File: config.mk
export PLATFORM = sky130hd
export DESIGN_NAME = mem_arbiter_flat
export DESIGN_NICKNAME = d
export VERILOG_FILES = /design/src/rtl/mem_arbiter_if.sv /design/src/rtl/mem_arbiter.sv /design/src/flat_wrapper.sv
export SDC_FILE = /design/constraint.sdc
export NUM_CORES = 1
export LEC_CHECK = 0
export ABC_AREA = 0
export CAP_MARGIN = 5
export CELL_PAD_IN_SITES_DETAIL_PLACEMENT = 1
export CELL_PAD_IN_SITES_GLOBAL_PLACEMENT = 1
export CORE_MARGIN = 5
export CORE_UTILIZATION = 25
export CTS_BUF_LIST = sky130_fd_sc_hd__clkbuf_8
export DETAILED_ROUTE_END_ITERATION = 8
export PLACE_DENSITY_LB_ADDON = 0.1
export SYNTH_ARGS = -nofsm -noshare
export SYNTH_HDL_FRONTEND = slang
export SYNTH_SLANG_ARGS = --single-unit
File: constraint.sdc
create_clock -name clk -period 2.8 [get_ports clk]
set_clock_uncertainty 0.15 [all_clocks]
set_input_delay 0.84 -clock clk [delete_from_list [all_inputs] [get_ports clk]]
set_output_delay 0.84 -clock clk [all_outputs]
set_load 0.01 [all_outputs]
File: src/rtl/mem_arbiter_if.sv
// Bus bundle for the two-port memory arbiter: fetch port, data port and memory side.
interface mem_arbiter_if;
  logic        if_req;
  logic [31:0] if_addr;
  logic        if_ack;
  logic [31:0] if_rdata;
  logic        if_err;

  logic        d_req;
  logic        d_we;
  logic [31:0] d_addr;
  logic [31:0] d_wdata;
  logic        d_ack;
  logic [31:0] d_rdata;
  logic        d_err;

  logic [31:0] mem_addr;
  logic [31:0] mem_wdata;
  logic        mem_wenable;
  logic        mem_renable;
  logic [31:0] mem_rdata;

  modport slave (
    input  if_req, if_addr, d_req, d_we, d_addr, d_wdata, mem_rdata,
    output if_ack, if_rdata, if_err, d_ack, d_rdata, d_err,
           mem_addr, mem_wdata, mem_wenable, mem_renable
  );

  modport master (
    output if_req, if_addr, d_req, d_we, d_addr, d_wdata, mem_rdata,
    input  if_ack, if_rdata, if_err, d_ack, d_rdata, d_err,
           mem_addr, mem_wdata, mem_wenable, mem_renable
  );
endinterface

File: src/rtl/mem_arbiter.sv
// Round-robin arbiter sharing one single-cycle memory between a fetch port and a data port.
// IDLE -> ACCESS -> DONE for legal accesses, IDLE -> DONE for misaligned/out-of-range ones.
module mem_arbiter #(
  parameter int unsigned MEM_BYTES = 64
) (
  input logic          clk,
  input logic          rst,
  mem_arbiter_if.slave bus
);
  typedef enum logic [1:0] {IDLE = 2'd0, ACCESS = 2'd1, DONE = 2'd2} state_e;

  localparam logic [31:0] ADDR_MAX = 32'(MEM_BYTES - 4);

  state_e      state_q;
  logic        last_q;   // 1 = data port granted last
  logic        id_q;     // 1 = data port owns the current access
  logic        we_q;
  logic        err_q;
  logic [31:0] addr_q;
  logic [31:0] wdata_q;

  logic        any_req, pick_d, req_we, req_err;
  logic [31:0] req_addr;

  always_comb begin
    any_req  = bus.if_req | bus.d_req;
    pick_d   = (bus.if_req & bus.d_req) ? ~last_q : bus.d_req;
    req_addr = pick_d ? bus.d_addr : bus.if_addr;
    req_we   = pick_d & bus.d_we;
    req_err  = (req_addr[1:0] != 2'b00) || (req_addr > ADDR_MAX);
  end

  always_ff @(posedge clk) begin
    if (rst) begin
      state_q <= IDLE;
      last_q  <= 1'b1;
      id_q    <= 1'b0;
      we_q    <= 1'b0;
      err_q   <= 1'b0;
      addr_q  <= '0;
      wdata_q <= '0;
    end else begin
      case (state_q)
        IDLE: begin
          if (any_req) begin
            id_q    <= pick_d;
            last_q  <= pick_d;
            addr_q  <= req_addr;
            we_q    <= req_we;
            wdata_q <= pick_d ? bus.d_wdata : '0;
            err_q   <= req_err;
            state_q <= req_err ? DONE : ACCESS;
          end
        end
        ACCESS:  state_q <= DONE;
        DONE:    state_q <= IDLE;
        default: state_q <= IDLE;
      endcase
    end
  end

  logic acc, done;
  assign acc  = (state_q == ACCESS);
  // A reset landing in DONE suppresses the ack rather than letting it leak out.
  assign done = (state_q == DONE) && !rst;

  assign bus.mem_addr    = acc ? addr_q : '0;
  assign bus.mem_renable = acc && !we_q;
  assign bus.mem_wenable = acc && we_q;
  assign bus.mem_wdata   = (acc && we_q) ? wdata_q : '0;

  // Memory read data arrives one cycle after the strobe, i.e. in DONE.
  assign bus.if_ack   = done && !id_q;
  assign bus.if_err   = done && !id_q && err_q;
  assign bus.if_rdata = (done && !id_q && !err_q) ? bus.mem_rdata : '0;

  assign bus.d_ack    = done && id_q;
  assign bus.d_err    = done && id_q && err_q;
  assign bus.d_rdata  = (done && id_q && !err_q && !we_q) ? bus.mem_rdata : '0;
endmodule

File: src/flat_wrapper.sv
// flat-port wrapper written by rule: the top's interface ports become plain ports
module mem_arbiter_flat 
#(
  parameter int unsigned MEM_BYTES = 64
)
  (clk, rst, bus_if_req, bus_if_addr, bus_d_req, bus_d_we, bus_d_addr, bus_d_wdata, bus_mem_rdata, bus_if_ack, bus_if_rdata, bus_if_err, bus_d_ack, bus_d_rdata, bus_d_err, bus_mem_addr, bus_mem_wdata, bus_mem_wenable, bus_mem_renable);
  mem_arbiter_if bus_i ();
  input logic clk;
  input logic rst;
  input wire logic [$bits(bus_i.if_req)-1:0] bus_if_req;
  input wire logic [$bits(bus_i.if_addr)-1:0] bus_if_addr;
  input wire logic [$bits(bus_i.d_req)-1:0] bus_d_req;
  input wire logic [$bits(bus_i.d_we)-1:0] bus_d_we;
  input wire logic [$bits(bus_i.d_addr)-1:0] bus_d_addr;
  input wire logic [$bits(bus_i.d_wdata)-1:0] bus_d_wdata;
  input wire logic [$bits(bus_i.mem_rdata)-1:0] bus_mem_rdata;
  output wire logic [$bits(bus_i.if_ack)-1:0] bus_if_ack;
  output wire logic [$bits(bus_i.if_rdata)-1:0] bus_if_rdata;
  output wire logic [$bits(bus_i.if_err)-1:0] bus_if_err;
  output wire logic [$bits(bus_i.d_ack)-1:0] bus_d_ack;
  output wire logic [$bits(bus_i.d_rdata)-1:0] bus_d_rdata;
  output wire logic [$bits(bus_i.d_err)-1:0] bus_d_err;
  output wire logic [$bits(bus_i.mem_addr)-1:0] bus_mem_addr;
  output wire logic [$bits(bus_i.mem_wdata)-1:0] bus_mem_wdata;
  output wire logic [$bits(bus_i.mem_wenable)-1:0] bus_mem_wenable;
  output wire logic [$bits(bus_i.mem_renable)-1:0] bus_mem_renable;
  assign bus_i.if_req = bus_if_req;
  assign bus_i.if_addr = bus_if_addr;
  assign bus_i.d_req = bus_d_req;
  assign bus_i.d_we = bus_d_we;
  assign bus_i.d_addr = bus_d_addr;
  assign bus_i.d_wdata = bus_d_wdata;
  assign bus_i.mem_rdata = bus_mem_rdata;
  assign bus_if_ack = bus_i.if_ack;
  assign bus_if_rdata = bus_i.if_rdata;
  assign bus_if_err = bus_i.if_err;
  assign bus_d_ack = bus_i.d_ack;
  assign bus_d_rdata = bus_i.d_rdata;
  assign bus_d_err = bus_i.d_err;
  assign bus_mem_addr = bus_i.mem_addr;
  assign bus_mem_wdata = bus_i.mem_wdata;
  assign bus_mem_wenable = bus_i.mem_wenable;
  assign bus_mem_renable = bus_i.mem_renable;
  mem_arbiter #(.MEM_BYTES(MEM_BYTES)) u_core (.clk(clk), .rst(rst), .bus(bus_i));
endmodule
# After elaboration in Yosys (flattened, before gate mapping)
# Index checks and enable logic that the tools add are counted.
# op_classes
order_cmp	1
n_eq_ne	3
mux	10
n_bitwise	4
reduce_logical	18
# ops
operator	count
two-way mux 32 bit	6
> comparator 32 x 6 -> 1 bit (second input constant)	1
logical AND 1 bit	10
logical NOT 1 bit	4
two-way mux 2 bit	2
one-hot mux 2 bit (2 select lines)	1
bitwise AND 1 bit	2
== test 2 x 1 -> 1 bit (second input constant)	1
== test 2 bit (second input constant)	1
logical NOT 2 bit	1
!= test 2 x 1 -> 1 bit (second input constant)	1
AND reduction 2 bit	1
nonzero test 2 bit	1
logical OR 1 bit	1
two-way mux 1 bit	1
NOT 1 bit	1
bitwise OR 1 bit	1
# totals
regBits	70
in_bits	133
output_inout_bits	134
word_cells	43

# Longest topological paths before layout
# logic_depth
ltp_word	8
ltp_mapped	6
ltp_nobuf	4

# Least setup slack after synthesis
# Ideal clock, no wire load.
# synth_timing
path_type	input -> output
start	input rst
end	output bus_if_rdata[10]
t_arrival_ns	1.882
t_required_ns	1.810
slack_ns	-0.072
path_stages	5
path_buffers	2
path_cell_list	clkbuf_1 > nor4b_4 > and2b_1 > clkbuf_2 > and2_1
# synth_via
elab_chain_len	5
# synth_lines
element	line_no	source
from (decl)	flat_wrapper.sv:9	input logic rst;
logical NOT 1 bit	mem_arbiter.sv:65	assign done = (state_q == DONE) && !rst;
logical AND 1 bit	mem_arbiter.sv:65	
logical AND 1 bit	n/a	
net bus_if_ack	flat_wrapper.sv:17	output wire logic [$bits(bus_i.if_ack)-1:0] bus_if_ack;
logical AND 1 bit	mem_arbiter.sv:75	assign bus.if_rdata = (done && !id_q && !err_q) ? bus.mem_rdata : '0;
two-way mux 32 bit	mem_arbiter.sv:75	
to (decl)	flat_wrapper.sv:18	output wire logic [$bits(bus_i.if_rdata)-1:0] bus_if_rdata;
# The timed path passes the listed nets, and every way through them passes these cells.

# Final worst setup path
# layout_timing
start	input rst
end	output bus_if_rdata[8]
# layout_via
elab_chain_len	5
# layout_lines
element	line_no
logical NOT 1 bit	mem_arbiter.sv:65
logical AND 1 bit	mem_arbiter.sv:65
logical AND 1 bit (2 in a row)	mem_arbiter.sv:75
two-way mux 32 bit	mem_arbiter.sv:75
# No other way between the ends.

==> run_results.csv <==
group,metric,value,unit
outcome,status,"finished with violations",
outcome,violations,"setup timing",
grt,antenna_found_initial,0,
power_and_ir_drop,p_per_area,348,mW/mm^2
grt,grtUsageTotal,19.2,%
clocking,insertion_delay,0.34,ns
drt,num_vias,4369,
synth,synth_area,0.00379,sq mm
setup_path,reg2reg_slack,1.11,ns
timing,holdWs,0.344,ns
drt,routed_via_density,4.76,
timing,tns,-7.66,ns
synth,synth_area_per_cell,8.57,sq um
setup_path,crit_path_max_fanout,8,
grt,grtUsageMet1,21.2,%
synth,syn_inst,442,
setup_path,critPathLaunch,"rst",
timing,slew_violations,0,
die,fp.dieW,133,um
drt,drc,0,
clocking,cts_tree,"done",
setup_path,r2r-start,"u_core.state_q[0]",
grt,grt_pass1_wl,27000,um
synth,synth-seq-cells,70,
clocking,cts_hold_buffers,0,
clocking,root_buffer,"clkbuf_8",
clocking,htreeDepth,3,
final_layout,fill_cells,1803,
power_and_ir_drop,leakage,3.21,nW
timing,worst_pin_slew,0.439,ns
timing,hold_viol_final,0,
place,dp_cells,881,
worst_hold_path,hp-class,"reg2reg",
drt,drt-wirelength-per-cell,19.0,um
clocking,cts_buffer_depth,2,
setup_path,crit_end,"bus_if_rdata[8]",
grt,gr-total-overflow,0,
power_and_ir_drop,vdd_ir_drop_max,0.000177,V
place,io_buffers,266,
setup_path,endpoint_kind,"output port",
clocking,numCtsBuffers,9,
grt,use_met3,6.50,%
die,core_area,0.0150,sq mm
job,cap_violations,0,
grt,met2_usage,35.2,%
final_layout,layout.nets,858,
grt,grt_pass1_vias,4681,
place,gp_routability_congestion,0.814,
setup_path,crit_required,1.81,ns
drt,ant_nets,0,
setup_path,rr_worst_depth,5,
drt,drtIter0Drc,152,
final_layout,layoutNonFillerInstCount,917,
die,die_h,133,um
clocking,clkSinkCount,70,
synth,ys_seq_area_share,37.0,%
die,start_util,25.2,%
die,boundaryPins,267,
die,fp.dieArea,0.0177,sq mm
final_layout,finalInstanceArea,0.00695,sq mm
place,postPlaceCellArea,0.00685,sq mm
drt,first_pass_iters,4,
die,rows,45,
setup_path,crit_type,"in2out",
grt,grt_max_degree,41,
final_layout,final_common_cell,"clkdlybuf4s50_1",
place,hpwl,13300,um
drt,wl,17400,um
timing,rsz0062_at_grt,"yes",
final_layout,synthToLayoutAreaGrowth,83.5,%
setup_path,worstPathArrival,2.00,ns
setup_path,critPathLaunchType,"primary input",
final_layout,final_core_util,46.2,%
timing,fin_crit_sh,107,%
timing,finalSetupViolCount,64,
timing,slew_headroom,70.7,%
timing,finalCriticalPeriod,2.99,ns
clocking,path_clk_slew,0.07,ns
synth,synth_fp_nets,575,
grt,grt.busiest_layer,"met2",
synth,synth_cell_types,31,
final_layout,drive_gt1_share,30.7,%
timing,fin_ws,-0.186,ns
setup_path,r2r_end,"u_core.wdata_q[23]",
final_layout,mostFrequentLayoutCells,"clkdlybuf4s50_1, dfxtp_1, nor2_1",
synth,ys_warn_count,0,
final_layout,num_antenna_cells,0,
timing,fmax,0.335,GHz
==> layer usage <==
| metal | part of all wire [%] | up-vias |
|---|---|---|
| li1 | - | 2130 |
| met1 | 39 | 2054 |
| met2 | 51 | 170 |
| met3 | 8.1 | 15 |
| met4 | 1.6 | 0 |
| met5 | 0 | - |
==> cell type report <==
cell class	count	area (sq um)	area share, %
Clock buffer	9	124	1.78
Clock inverter	6	40.0	0.576
Multi-Input combinational cell	331	2290	32.9
Sequential cell	70	1410	20.2
Tap cell	188	235	3.39
Timing Repair Buffer	313	2860	41.1
==> critical path: stages <==
cell	delay [ns]
buf_8	0.10
nor4b_4	0.28
and2b_2	0.23
buf_6	0.12
buf_12	0.12
buf_6	0.09
and2_4	0.13
buf_6	0.09
==> logic make-up (layout without fill, tap and decap cells) <==
logic type | after synthesis | in the layout | share of synthesized area [%]
and+or+nand+nor | 228 | 228 | 35.1
AOI/OAI and AO/OA | 71 | 71 | 14.0
DFF | 70 | 70 | 37.0
buffers and inverters | 41 | 328 | 5.39
muxes | 32 | 32 | 8.46
==> synth_stat cells (all sizes together) <==
master,instances,area (sq um)
nand2b,1,6.26
a21boi,1,7.51
and4bb,1,16.3
dfxtp,70,1400
a22oi,33,248
and3,32,200
o22ai,1,6.26
and2b,2,15.0
nor2,67,251
nor3b,3,45.1
or3,1,6.26
o41ai,1,8.76
buf,14,95.1
o31ai,1,7.51
nor4,14,87.6
and2,99,619
nand4b,1,8.76
nor3,1,16.3
a211o,1,8.76
mux2i,32,320
nand4,3,18.8
clkbuf,27,109
a21oi,1,5.00
nor2b,1,6.26
a211oi,32,240
nand3b,1,7.51
nor4b,1,23.8
==> worst min path at each step <==
| stage | start | end | slack, ns | depth (start not counted) |
|---|---|---|---|---|
| finish | u_core.wdata_q[15] | u_core.wdata_q[15] | 0.34 | 2 |
| CTS | u_core.addr_q[16] | u_core.addr_q[16] | 0.35 | 2 |
| detailed placement | u_core.wdata_q[20] | u_core.wdata_q[20] | 0.33 | 2 |
| global route | u_core.wdata_q[28] | u_core.wdata_q[28] | 0.37 | 2 |
| global placement | u_core.wdata_q[13] | u_core.wdata_q[13] | 0.32 | 2 |
| floorplan | u_core.last_q | u_core.last_q | 0.29 | 1 |
==> what timing repair did <==
action	CTS	global route
gates resized for setup	439	75
pin swaps	3	2
setup buffers	18	1
endpoints found under the setup margin	134	112
gates cloned	7	0
==> registers in the layout (all words and copies together), names as in the netlist <==
name,count
u_core.addr_q,32
u_core.wdata_q,32
u_core.state_q,2
u_core.err_q,1
u_core.id_q,1
u_core.last_q,1
u_core.we_q,1
==> per-stage QoR <==
stage	worst slack [ns]	power, W
finish	-0.186	0.00242
global route	-0.246	0.00256
CTS	-0.210	0.00247
detailed placement	-0.609	0.00171
global placement	-0.567	0.00169
floorplan	-0.0311	0.00138
==> where the power goes <==
| part | total (W) | leakage (nW) | internal, W | switching [W] |
|---|---|---|---|---|
| Sequential | 0.00111 | 0.578 | 0.00107 | 0.0000378 |
| Combinational | 0.000599 | 2.56 | 0.000350 | 0.000249 |
| Clock | 0.000714 | 0.0731 | 0.000313 | 0.000402 |
| Total | 0.00242 | 3.21 | 0.00173 | 0.000688 |
(Power assumes the default switching activity.)
